## config.mk

```make
export PLATFORM = sky130hd
export DESIGN_NAME = seg_scan_driver
export DESIGN_NICKNAME = d
export VERILOG_FILES = /design/src/rtl/seg_pkg.sv /design/src/rtl/seg_glyph_rom.sv /design/src/rtl/seg_scan_driver.sv
export SDC_FILE = /design/constraint.sdc
export NUM_CORES = 1
export LEC_CHECK = 0
export BUFFER_PORTS_ARGS = -buffer_cell sky130_fd_sc_hd__buf_2
export CAP_MARGIN = 25
export CORE_ASPECT_RATIO = 0.9
export CORE_MARGIN = 3
export CORE_UTILIZATION = 54
export CTS_BUF_LIST = sky130_fd_sc_hd__clkbuf_16
export DETAILED_ROUTE_END_ITERATION = 12
export GPL_ROUTABILITY_DRIVEN = 0
export GPL_TIMING_DRIVEN = 0
export PLACE_DENSITY = 0.84
export SLEW_MARGIN = 25
export SYNTH_ARGS = -nofsm -noshare
export SYNTH_HDL_FRONTEND = slang
export SYNTH_HIERARCHICAL = 1
export SYNTH_SLANG_ARGS = --single-unit
```

## constraint.sdc

```tcl
create_clock -name IN_CLK -period 4.6 [get_ports IN_CLK]
set_input_delay 0.46 -clock IN_CLK [delete_from_list [all_inputs] [get_ports IN_CLK]]
set_output_delay 0.46 -clock IN_CLK [all_outputs]
set_load 0.05 [all_outputs]
```

## src/rtl/seg_pkg.sv

```systemverilog
// seg_pkg: shared widths, glyph codes and the display buffer type
// for the seven-segment scan driver and its glyph ROM.
package seg_pkg;

  localparam int GW   = 5;
  localparam int SEGW = 7;
  localparam int NDIG = 8;

  typedef logic [GW-1:0]   glyph_t;
  typedef logic [SEGW-1:0] seg_t;

  localparam glyph_t GLY_BLANK = 5'd16;
  localparam glyph_t GLY_MINUS = 5'd17;
  localparam glyph_t GLY_H     = 5'd18;
  localparam glyph_t GLY_L     = 5'd19;
  localparam glyph_t GLY_P     = 5'd20;
  localparam glyph_t GLY_U     = 5'd21;
  localparam glyph_t GLY_R     = 5'd22;
  localparam glyph_t GLY_O     = 5'd23;
  localparam glyph_t GLY_N     = 5'd24;
  localparam glyph_t GLY_T     = 5'd25;

  // One complete display image: glyphs, decimal points, blink mask.
  typedef struct packed {
    glyph_t [NDIG-1:0] gly;
    logic [NDIG-1:0]   dp;
    logic [NDIG-1:0]   blink;
  } seg_buf_t;

  localparam seg_buf_t BUF_RST = '{
    gly:   {NDIG{GLY_BLANK}},
    dp:    '0,
    blink: '0
  };

endpackage

```

## src/rtl/seg_glyph_rom.sv

```systemverilog
// seg_glyph_rom: glyph code to segment pattern lookup.
// Ports: code_i glyph code in, seg_o {g,f,e,d,c,b,a} active-high out.
module seg_glyph_rom
  import seg_pkg::*;
(
  input  logic [GW-1:0]   code_i,
  output logic [SEGW-1:0] seg_o
);

  always_comb begin
    seg_o = '0;
    case (code_i)
      5'd0:      seg_o = 7'h3F;
      5'd1:      seg_o = 7'h06;
      5'd2:      seg_o = 7'h5B;
      5'd3:      seg_o = 7'h4F;
      5'd4:      seg_o = 7'h66;
      5'd5:      seg_o = 7'h6D;
      5'd6:      seg_o = 7'h7D;
      5'd7:      seg_o = 7'h07;
      5'd8:      seg_o = 7'h7F;
      5'd9:      seg_o = 7'h6F;
      5'd10:     seg_o = 7'h77;
      5'd11:     seg_o = 7'h7C;
      5'd12:     seg_o = 7'h39;
      5'd13:     seg_o = 7'h5E;
      5'd14:     seg_o = 7'h79;
      5'd15:     seg_o = 7'h71;
      GLY_BLANK: seg_o = 7'h00;
      GLY_MINUS: seg_o = 7'h40;
      GLY_H:     seg_o = 7'h76;
      GLY_L:     seg_o = 7'h38;
      GLY_P:     seg_o = 7'h73;
      GLY_U:     seg_o = 7'h3E;
      GLY_R:     seg_o = 7'h50;
      GLY_O:     seg_o = 7'h5C;
      GLY_N:     seg_o = 7'h54;
      GLY_T:     seg_o = 7'h78;
      default:   seg_o = 7'h00;
    endcase
  end

endmodule

```

## src/rtl/seg_scan_driver.sv

```systemverilog
// seg_scan_driver: double-buffered, frame-synchronous scan driver
// for two 4-digit seven-segment banks.
// Ports: IN_CLK/IN_RST clock and sync reset; ENABLE gates display;
// LOAD_* valid/ready image load; OUT_SEG{0,1}{DATA,SELE,DP}
// registered bank drives; OUT_FRAME first-cycle-of-frame pulse.
module seg_scan_driver
  import seg_pkg::*;
#(
  parameter int unsigned SCAN_DIV  = 100_000,
  parameter int unsigned BLINK_DIV = 50_000_000
)(
  input  logic               IN_CLK,
  input  logic               IN_RST,
  input  logic               ENABLE,
  input  logic               LOAD_VALID,
  output logic               LOAD_READY,
  input  logic [NDIG*GW-1:0] LOAD_GLYPH,
  input  logic [NDIG-1:0]    LOAD_DP,
  input  logic [NDIG-1:0]    LOAD_BLINK,
  output logic [SEGW-1:0]    OUT_SEG0DATA,
  output logic [SEGW-1:0]    OUT_SEG1DATA,
  output logic [3:0]         OUT_SEG0SELE,
  output logic [3:0]         OUT_SEG1SELE,
  output logic               OUT_SEG0DP,
  output logic               OUT_SEG1DP,
  output logic               OUT_FRAME
);

  localparam int SW =
    (SCAN_DIV > 1) ? $clog2(SCAN_DIV) : 1;
  localparam int BW =
    (BLINK_DIV > 1) ? $clog2(BLINK_DIV) : 1;

  logic          run_q;
  logic [SW-1:0] slot_q, slot_d;
  logic [BW-1:0] bcnt_q, bcnt_d;
  logic [1:0]    idx_q, idx_d;
  logic          vis_q, vis_d;
  seg_buf_t      act_q, act_d;
  seg_buf_t      shd_q, shd_d;
  logic          pend_q, pend_d;

  logic [SEGW-1:0] seg0_q, seg1_q;
  logic [3:0]      sel0_q, sel1_q;
  logic            dp0_q, dp1_q;
  logic            frame_q;

  logic tick, slot_tc, bnd, xfer, frame_d;
  logic [2:0]      dig0, dig1;
  logic [SEGW-1:0] rom0, rom1;
  logic            hide0, hide1;

  assign LOAD_READY = !pend_q && !IN_RST;
  assign xfer = LOAD_VALID && LOAD_READY;

  // Counters only run once the first display cycle has been
  // issued, so every digit slot is SCAN_DIV output cycles long.
  assign tick = ENABLE && run_q;
  assign slot_tc =
    tick && (slot_q == SW'(SCAN_DIV - 1));
  assign bnd = slot_tc && (idx_q == 2'd3);
  assign frame_d = !run_q || bnd;

  always_comb begin
    slot_d = slot_q;
    idx_d  = idx_q;
    bcnt_d = bcnt_q;
    vis_d  = vis_q;
    if (!ENABLE) begin
      slot_d = '0;
      idx_d  = '0;
      bcnt_d = '0;
      vis_d  = 1'b1;
    end else if (run_q) begin
      if (slot_tc) begin
        slot_d = '0;
        idx_d  = idx_q + 2'd1;
      end else begin
        slot_d = slot_q + SW'(1);
      end
      if (bcnt_q == BW'(BLINK_DIV - 1)) begin
        bcnt_d = '0;
        vis_d  = !vis_q;
      end else begin
        bcnt_d = bcnt_q + BW'(1);
      end
    end
  end

  // Accept needs !pend_q and commit needs pend_q, so the two
  // never touch the same image in one cycle.
  always_comb begin
    act_d  = act_q;
    shd_d  = shd_q;
    pend_d = pend_q;
    if (bnd && pend_q) begin
      act_d  = shd_q;
      pend_d = 1'b0;
    end
    if (xfer) begin
      shd_d  = {LOAD_GLYPH, LOAD_DP, LOAD_BLINK};
      pend_d = 1'b1;
    end
  end

  // Outputs are built from next state so index, digit and
  // freshly committed image all land on the same edge.
  assign dig0 = {1'b1, idx_d};
  assign dig1 = {1'b0, idx_d};
  assign hide0 = !vis_d && act_d.blink[dig0];
  assign hide1 = !vis_d && act_d.blink[dig1];

  seg_glyph_rom u_rom0 (
    .code_i (act_d.gly[dig0]),
    .seg_o  (rom0)
  );

  seg_glyph_rom u_rom1 (
    .code_i (act_d.gly[dig1]),
    .seg_o  (rom1)
  );

  always_ff @(posedge IN_CLK) begin
    if (IN_RST) begin
      run_q   <= 1'b0;
      slot_q  <= '0;
      idx_q   <= '0;
      bcnt_q  <= '0;
      vis_q   <= 1'b1;
      act_q   <= BUF_RST;
      shd_q   <= '0;
      pend_q  <= 1'b0;
      seg0_q  <= '0;
      seg1_q  <= '0;
      sel0_q  <= '0;
      sel1_q  <= '0;
      dp0_q   <= 1'b0;
      dp1_q   <= 1'b0;
      frame_q <= 1'b0;
    end else begin
      run_q  <= ENABLE;
      slot_q <= slot_d;
      idx_q  <= idx_d;
      bcnt_q <= bcnt_d;
      vis_q  <= vis_d;
      act_q  <= act_d;
      shd_q  <= shd_d;
      pend_q <= pend_d;
      if (ENABLE) begin
        seg0_q  <= hide0 ? '0 : rom0;
        seg1_q  <= hide1 ? '0 : rom1;
        sel0_q  <= 4'b0001 << idx_d;
        sel1_q  <= 4'b0001 << idx_d;
        dp0_q   <= !hide0 && act_d.dp[dig0];
        dp1_q   <= !hide1 && act_d.dp[dig1];
        frame_q <= frame_d;
      end else begin
        seg0_q  <= '0;
        seg1_q  <= '0;
        sel0_q  <= '0;
        sel1_q  <= '0;
        dp0_q   <= 1'b0;
        dp1_q   <= 1'b0;
        frame_q <= 1'b0;
      end
    end
  end

  assign OUT_SEG0DATA = seg0_q;
  assign OUT_SEG1DATA = seg1_q;
  assign OUT_SEG0SELE = sel0_q;
  assign OUT_SEG1SELE = sel1_q;
  assign OUT_SEG0DP   = dp0_q;
  assign OUT_SEG1DP   = dp1_q;
  assign OUT_FRAME    = frame_q;

endmodule

```

# Word-level counts from Yosys, hierarchy flattened
# Memories as Yosys holds them, arrays and structs flattened. A register that Yosys moved wholly into a read port is not among the register bits.
# Cells that the tools add are included.
[word_totals]
ff_bits = 167
romBits = 448
latch_bits = 0
out_inout_bits = 26
memories = 2
mem_bits_rw = 0
in_bits = 60
[op_classes]
muxes = 23
n_div = 0
n_reduce_logical = 22
add_sub_neg = 3
eq_ne = 3
bitwise = 1
n_lt_le_gt_ge = 2
shifts = 1
mul = 0
[mem_list]
columns = ["name", "depth", "width", "read_ports", "rd_ports_with_merged_regs", "wr", "line_no", "source"]
rows = [
  ["(no name shown)", 32, 7, 1, 1, 0, "seg_glyph_rom.sv:12", "case (code_i)"],
  ["(no name shown)", 32, 7, 1, 1, 0, "seg_glyph_rom.sv:12", ""],
]
[ops]
columns = ["op", "n"]
rows = [
  ["$mux W56", 1],
  ["$add A26 B1 Y26 const B", 1],
  ["$eq A26 B26 Y1 const B", 1],
  ["$mux W26", 1],
  ["$bmux W5 S2", 2],
  ["$add A17 B1 Y17 const B", 1],
  ["$eq A17 B17 Y1 const B", 1],
  ["$mux W17", 1],
  ["$logic_and A1 B1 Y1", 10],
  ["$mux W5", 2],
  ["$mux W1", 9],
  ["$bmux W1 S2", 4],
  ["$logic_not A1 Y1", 7],
  ["$mux W2", 3],
  ["$reduce_or A3 Y1", 2],
  ["$lt A2 B4 Y1 const B", 1],
  ["$lt A3 B4 Y1 const B", 1],
  ["$shl A1 B2 Y4 const A", 1],
  ["$add A2 B1 Y2 const B", 1],
  ["$eq A2 B2 Y1 const B", 1],
  ["$reduce_bool A2 Y1", 1],
  ["$reduce_or A2 Y1", 1],
  ["$logic_or A1 B1 Y1", 1],
  ["$not A1 Y1", 1],
]

# Logic depth before layout (Yosys ltp)
[depth]
word_depth = 10
mapped_depth = 17

# Modules after synthesis
# The synthesis kept the hierarchy.
[by_module_without_submodules]
columns = ["mod", "instances", "cells_per_inst", "area_per_inst_um2"]
rows = [
  ["seg_scan_driver", 1, 803, 7193.1],
  ["seg_glyph_rom at u_rom1", 1, 61, 491.7],
  ["seg_glyph_rom at u_rom0", 1, 60, 481.7],
]

# Worst setup path before layout
# Ideal clock, no wire load.
[synth_path]
path_type = "register -> register"
start = "register slot_q[0]"
end = "register seg1_q[3], in the netlist OUT_SEG1DATA[3]"
arrival_ns = 3.253
setup_slack_ns = 1.209
setup_time_ns = 0.138
path_buffers = 2
required_ns = 4.462
stages_incl_launch_ff = 17
cell_sequence = "dfxtp_1 ha_1 and3_2 and4_1 nand4_1 buf_2 buf_2 mux2i_1 mux2i_1 mux2_2 inv_1 ha_1 and2b_1 o21bai_1 o311a_1 nand2_1 nor3_1"
[synth_via]
elab_chain_cells = 9
elab_cells_between_ends = 14
[synth_rtl]
columns = ["element", "line_no", "source"]
rows = [
  ["from (decl)", "seg_scan_driver.sv:35", "logic [SW-1:0] slot_q, slot_d;"],
  ["from (signal assigned)", "seg_scan_driver.sv:142", "slot_q <= slot_d;"],
  ["$eq A17 B17 Y1 *", "seg_scan_driver.sv:60", "tick && (slot_q == SW'(SCAN_DIV - 1));"],
  ["$logic_and A1 B1 Y1 *", "seg_scan_driver.sv:60", ""],
  ["$mux W2 / $logic_and A1 B1 Y1 (equally long branches)", "seg_scan_driver.sv:75, seg_scan_driver.sv:61", ""],
  ["$mux W2 / $logic_and A1 B1 Y1 (equally long branches)", "seg_scan_driver.sv:74, seg_scan_driver.sv:96", ""],
  ["$mux W2 / $mux W56 (equally long branches)", "seg_scan_driver.sv:69, seg_scan_driver.sv:96", ""],
  ["$bmux W1 S2", "seg_scan_driver.sv:111", "assign hide1 = !vis_d && act_d.blink[dig1];"],
  ["$mux W1 (not written as such)", "seg_scan_driver.sv:111", ""],
  ["$logic_and A1 B1 Y1", "seg_scan_driver.sv:111", ""],
  ["$reduce_or A3 Y1 (no source line)", "--", ""],
  ["to (decl)", "seg_scan_driver.sv:43", "logic [SEGW-1:0] seg0_q, seg1_q;"],
]
# Mark *: on every way between the ends. The rest lies on a longest branch, timed or not. The select of a mux whose other input is x is not followed.
# A chain may end at the register's enable or synchronous reset.

# Worst setup path after layout
# Same ends and word-level chain as after synthesis.

==> run metrics <==
Mapped Nets ~1000; worst min path class in -> reg; synthesized area 8170 sq um; clk buf depth 2; flops & latches, synth 181; Final #Nets 1110; Worst Setup End Kind flip-flop; H-tree depth 4; vias post-DR 6909; family with the most delay on the worst path simple AND/OR/NAND/NOR gates; final setup vio count 0; Final Max Slew Viols 0; Worst-path clk slew 0.07 ns; Crit Path Max Fanout 10; Num CTS Buffers 17; DRC Markers 0; Multi-input gate area between 4000 and 5000 sq um; Slowest-stage cell, CP clkbuf_1; routed len/inst 15.7 um; reg2reg end OUT_SEG1DATA[3]$_SDFF_PP0_; placed cell areas about 8800 sq um; DRT Pass-1 Iters 5; Yosys warning count 6; Synth area leaders dfxtp_1 44%, mux2i_1 10%, nand2_1 8.1%; Worst Setup EP OUT_SEG1DATA[3]$_SDFF_PP0_; Final period util 86.9%; Ports 86; clock sink total 181; first-pass GRT wire length 31400 um; GRT Util Overall 23.7%; synthesized area per cell just under 9 sq um; minimum clock period 4.00 ns; sequential cell area 3620 sq um; Skew-Pair Late Insertion Delay 0.45 ns; Slew HR 39.9%; post-layout instance area 9400 sq um; Max stage delay on crit path approximately 0.53 ns; WP buf/inv 2; Max Clk Rate roughly 250 MHz; Area growth syn-to-layout 15.2%; setup bufs post-CTS 0; Die Width about 140 um; Fillers 1141; vias in the first global route 6418; Unique masters post-synth between 60 and 70; reg2reg path depth 15; Synth top area share 44.4%; largest area contributor in the netlist dfxtp_1; Fin Setup TNS 0 ns; Least-Margin Pin Slew about 0.9 ns; Port-buffer cells between 80 and 90; Hold WS 0.207 ns; ys flop type dfxtp_1; pwr/cell area 340 nW/um^2; Worst setup SP type flip-flop; flop-to-flop setup slack 0.60 ns; Seq/Total Area, Yosys 44.4%; worst-case clock skew 0.0153 ns; final core utilization 65.2%; worst r2r src slot_q[0]$_SDFFE_PP0P_; Syn Inst Count between 900 and 1000; critical path depth in cells 15; Ant. Diodes 0; CP most frequent cell ha_1; Worst VDD drop 0.271 mV; Leak 0.00401 uW; full die area 16600 sq um; critical path class reg -> reg; Post-synth EDFFs 0; crit-path cells ha_1 -> and3_2 -> and4_1 -> nand3_1 -> a21oi_1 -> clkbuf_1 -> mux2i_1 -> mux2_2 -> inv_1 -> ha_1 -> and2b_1 -> o21bai_1 -> o311a_1 -> nand2_1 -> nor3_1; CP arrival 4.29 ns; largest net degree at the start of global routing 18; Async SR Flop Fraction 0%; height of the die between 100 and 150 um; WP data required 4.89 ns; initial antenna violation count 0; FP Rows 41; Root Driver clkbuf_16; post-route ant nets 0; hold_buf cts 0; Final Hold Viols 0; status finished, final reports clean; share of post-route cells with drive strength above 1 16.3%; CP startpoint slot_q[0]$_SDFFE_PP0P_; core box area 14400 sq um; grt ovf 0; Max Cap Viol 0; CTS tree done; Starting Density 56.7%; Detailed Route WL 19400 um; final HPWL from detailed placement 13600 um; RSZ-0062 raised after global routing false; Vias/cell 5.60; Iter 0 DRT Violations 634; post-cts sizing count 0
[registers in the layout, summed over array words and instances (netlist names)]
signal        count
OUT_SEG1SELE      4
idx_q             2
OUT_FRAME         1
pend_q            1
bcnt_q           26
vis_q             1
run_q             1
slot_q           17
OUT_SEG0DATA      7
OUT_SEG1DATA      7
act_q            56
OUT_SEG0DP        1
shd_q            56
OUT_SEG1DP        1
[area by class of cell]
type	count	area share [%]
Multi-Input combinational cell	674	44.7
Sequential cell	181	38.5
Buffer	56	3.11
Clock buffer	17	4.52
Inverter	13	0.519
Clock inverter	15	1.60
Tap cell	193	2.57
Timing Repair Buffer	84	4.47
[cells in the final DEF (no fill, tap or decap), types with 9 or more instances in the layout]
cell	instances
a21oi_1	14
buf_2	93
clkbuf_1	32
clkbuf_16	17
dfxtp_1	181
ha_1	23
inv_1	11
mux2_2	12
mux2i_1	84
nand2_1	176
nand3_1	21
nand4_1	12
nor2_1	95
nor2b_1	9
nor3_1	21
o21ai_0	68
xnor2_1	18
xor2_1	24
[worst min path at each step]
stage | startpoint | end | slack (ns) | depth (start not counted)
floorplan | act_q[1]$_SDFF_PP0_ | act_q[1]$_SDFF_PP0_ | 0.43 | 2
global placement | act_q[2]$_SDFF_PP0_ | act_q[2]$_SDFF_PP0_ | 0.44 | 2
detailed placement | act_q[1]$_SDFF_PP0_ | act_q[1]$_SDFF_PP0_ | 0.45 | 2
CTS | LOAD_GLYPH[27] | shd_q[43]$_SDFFE_PP0P_ | 0.21 | 3
global route | LOAD_GLYPH[27] | shd_q[43]$_SDFFE_PP0P_ | 0.21 | 3
finish | LOAD_GLYPH[27] | shd_q[43]$_SDFFE_PP0P_ | 0.21 | 3
[kinds of logic after synthesis]
kind of cell | Yosys count | synth area share, %
adders and majority gates | 23 | 3.52
AOI/OAI and AO/OA | 126 | 9.76
muxes | 97 | 12.2
and+or+nand+nor | 386 | 21.4
buffers and inverters | 69 | 4.18
DFF | 181 | 44.4
xor gates and xnor gates | 42 | 4.50
[tightest hold or removal path: cells and delay by family]
family          cells  cell delay (ns)
buf+inv             1             0.07
compound gates      1             0.05
simple gates        1             0.03
[layer usage]
metal  wire length, um  part of all wire (%)  global-route usage [%]  vias to the layer above
met3              1300                   6.7                    4.71                       32
li1                  -                     -                       -                     3359
met5                 0                     0                       0                        -
met2              8880                    46                    38.4                      259
met1              8880                    46                    32.0                     3259
met4               333                   1.7                    7.75                        0
[report_power, final]
group	total, uW	leakage (uW)	switching, uW	internal [uW]
logic	134	0.00227	87.6	46.8
clock network	1420	0.000277	662	759
registers	1640	0.00147	29.2	1610
total	3190	0.00401	779	2410
[stage by stage]
stage | cells | total power [uW] | worst slack (ns)
3_3_place_gp | 1201 | 1800 | 0.732
2_1_floorplan | 924 | 1740 | 1.21
6_report | 1233 | 3190 | 0.603
5_1_grt | 1233 | 3280 | 0.357
4_1_cts | 1233 | 3190 | 0.644
3_5_place_dp | 1201 | 1810 | 0.639
[cells in the mapped netlist (10+ instances only)]
| cell | n |
|---|---|
| dfxtp_1 | 181 |
| nand2_1 | 176 |
| nor2_1 | 95 |
| mux2i_1 | 84 |
| o21ai_0 | 68 |
| clkbuf_1 | 32 |
| xor2_1 | 24 |
| ha_1 | 23 |
| nand3_1 | 21 |
| nor3_1 | 21 |
| xnor2_1 | 18 |
| a21oi_1 | 14 |
| mux2_2 | 12 |
| nand4_1 | 12 |
| inv_1 | 10 |
Power figures use the tool's default switching activity.
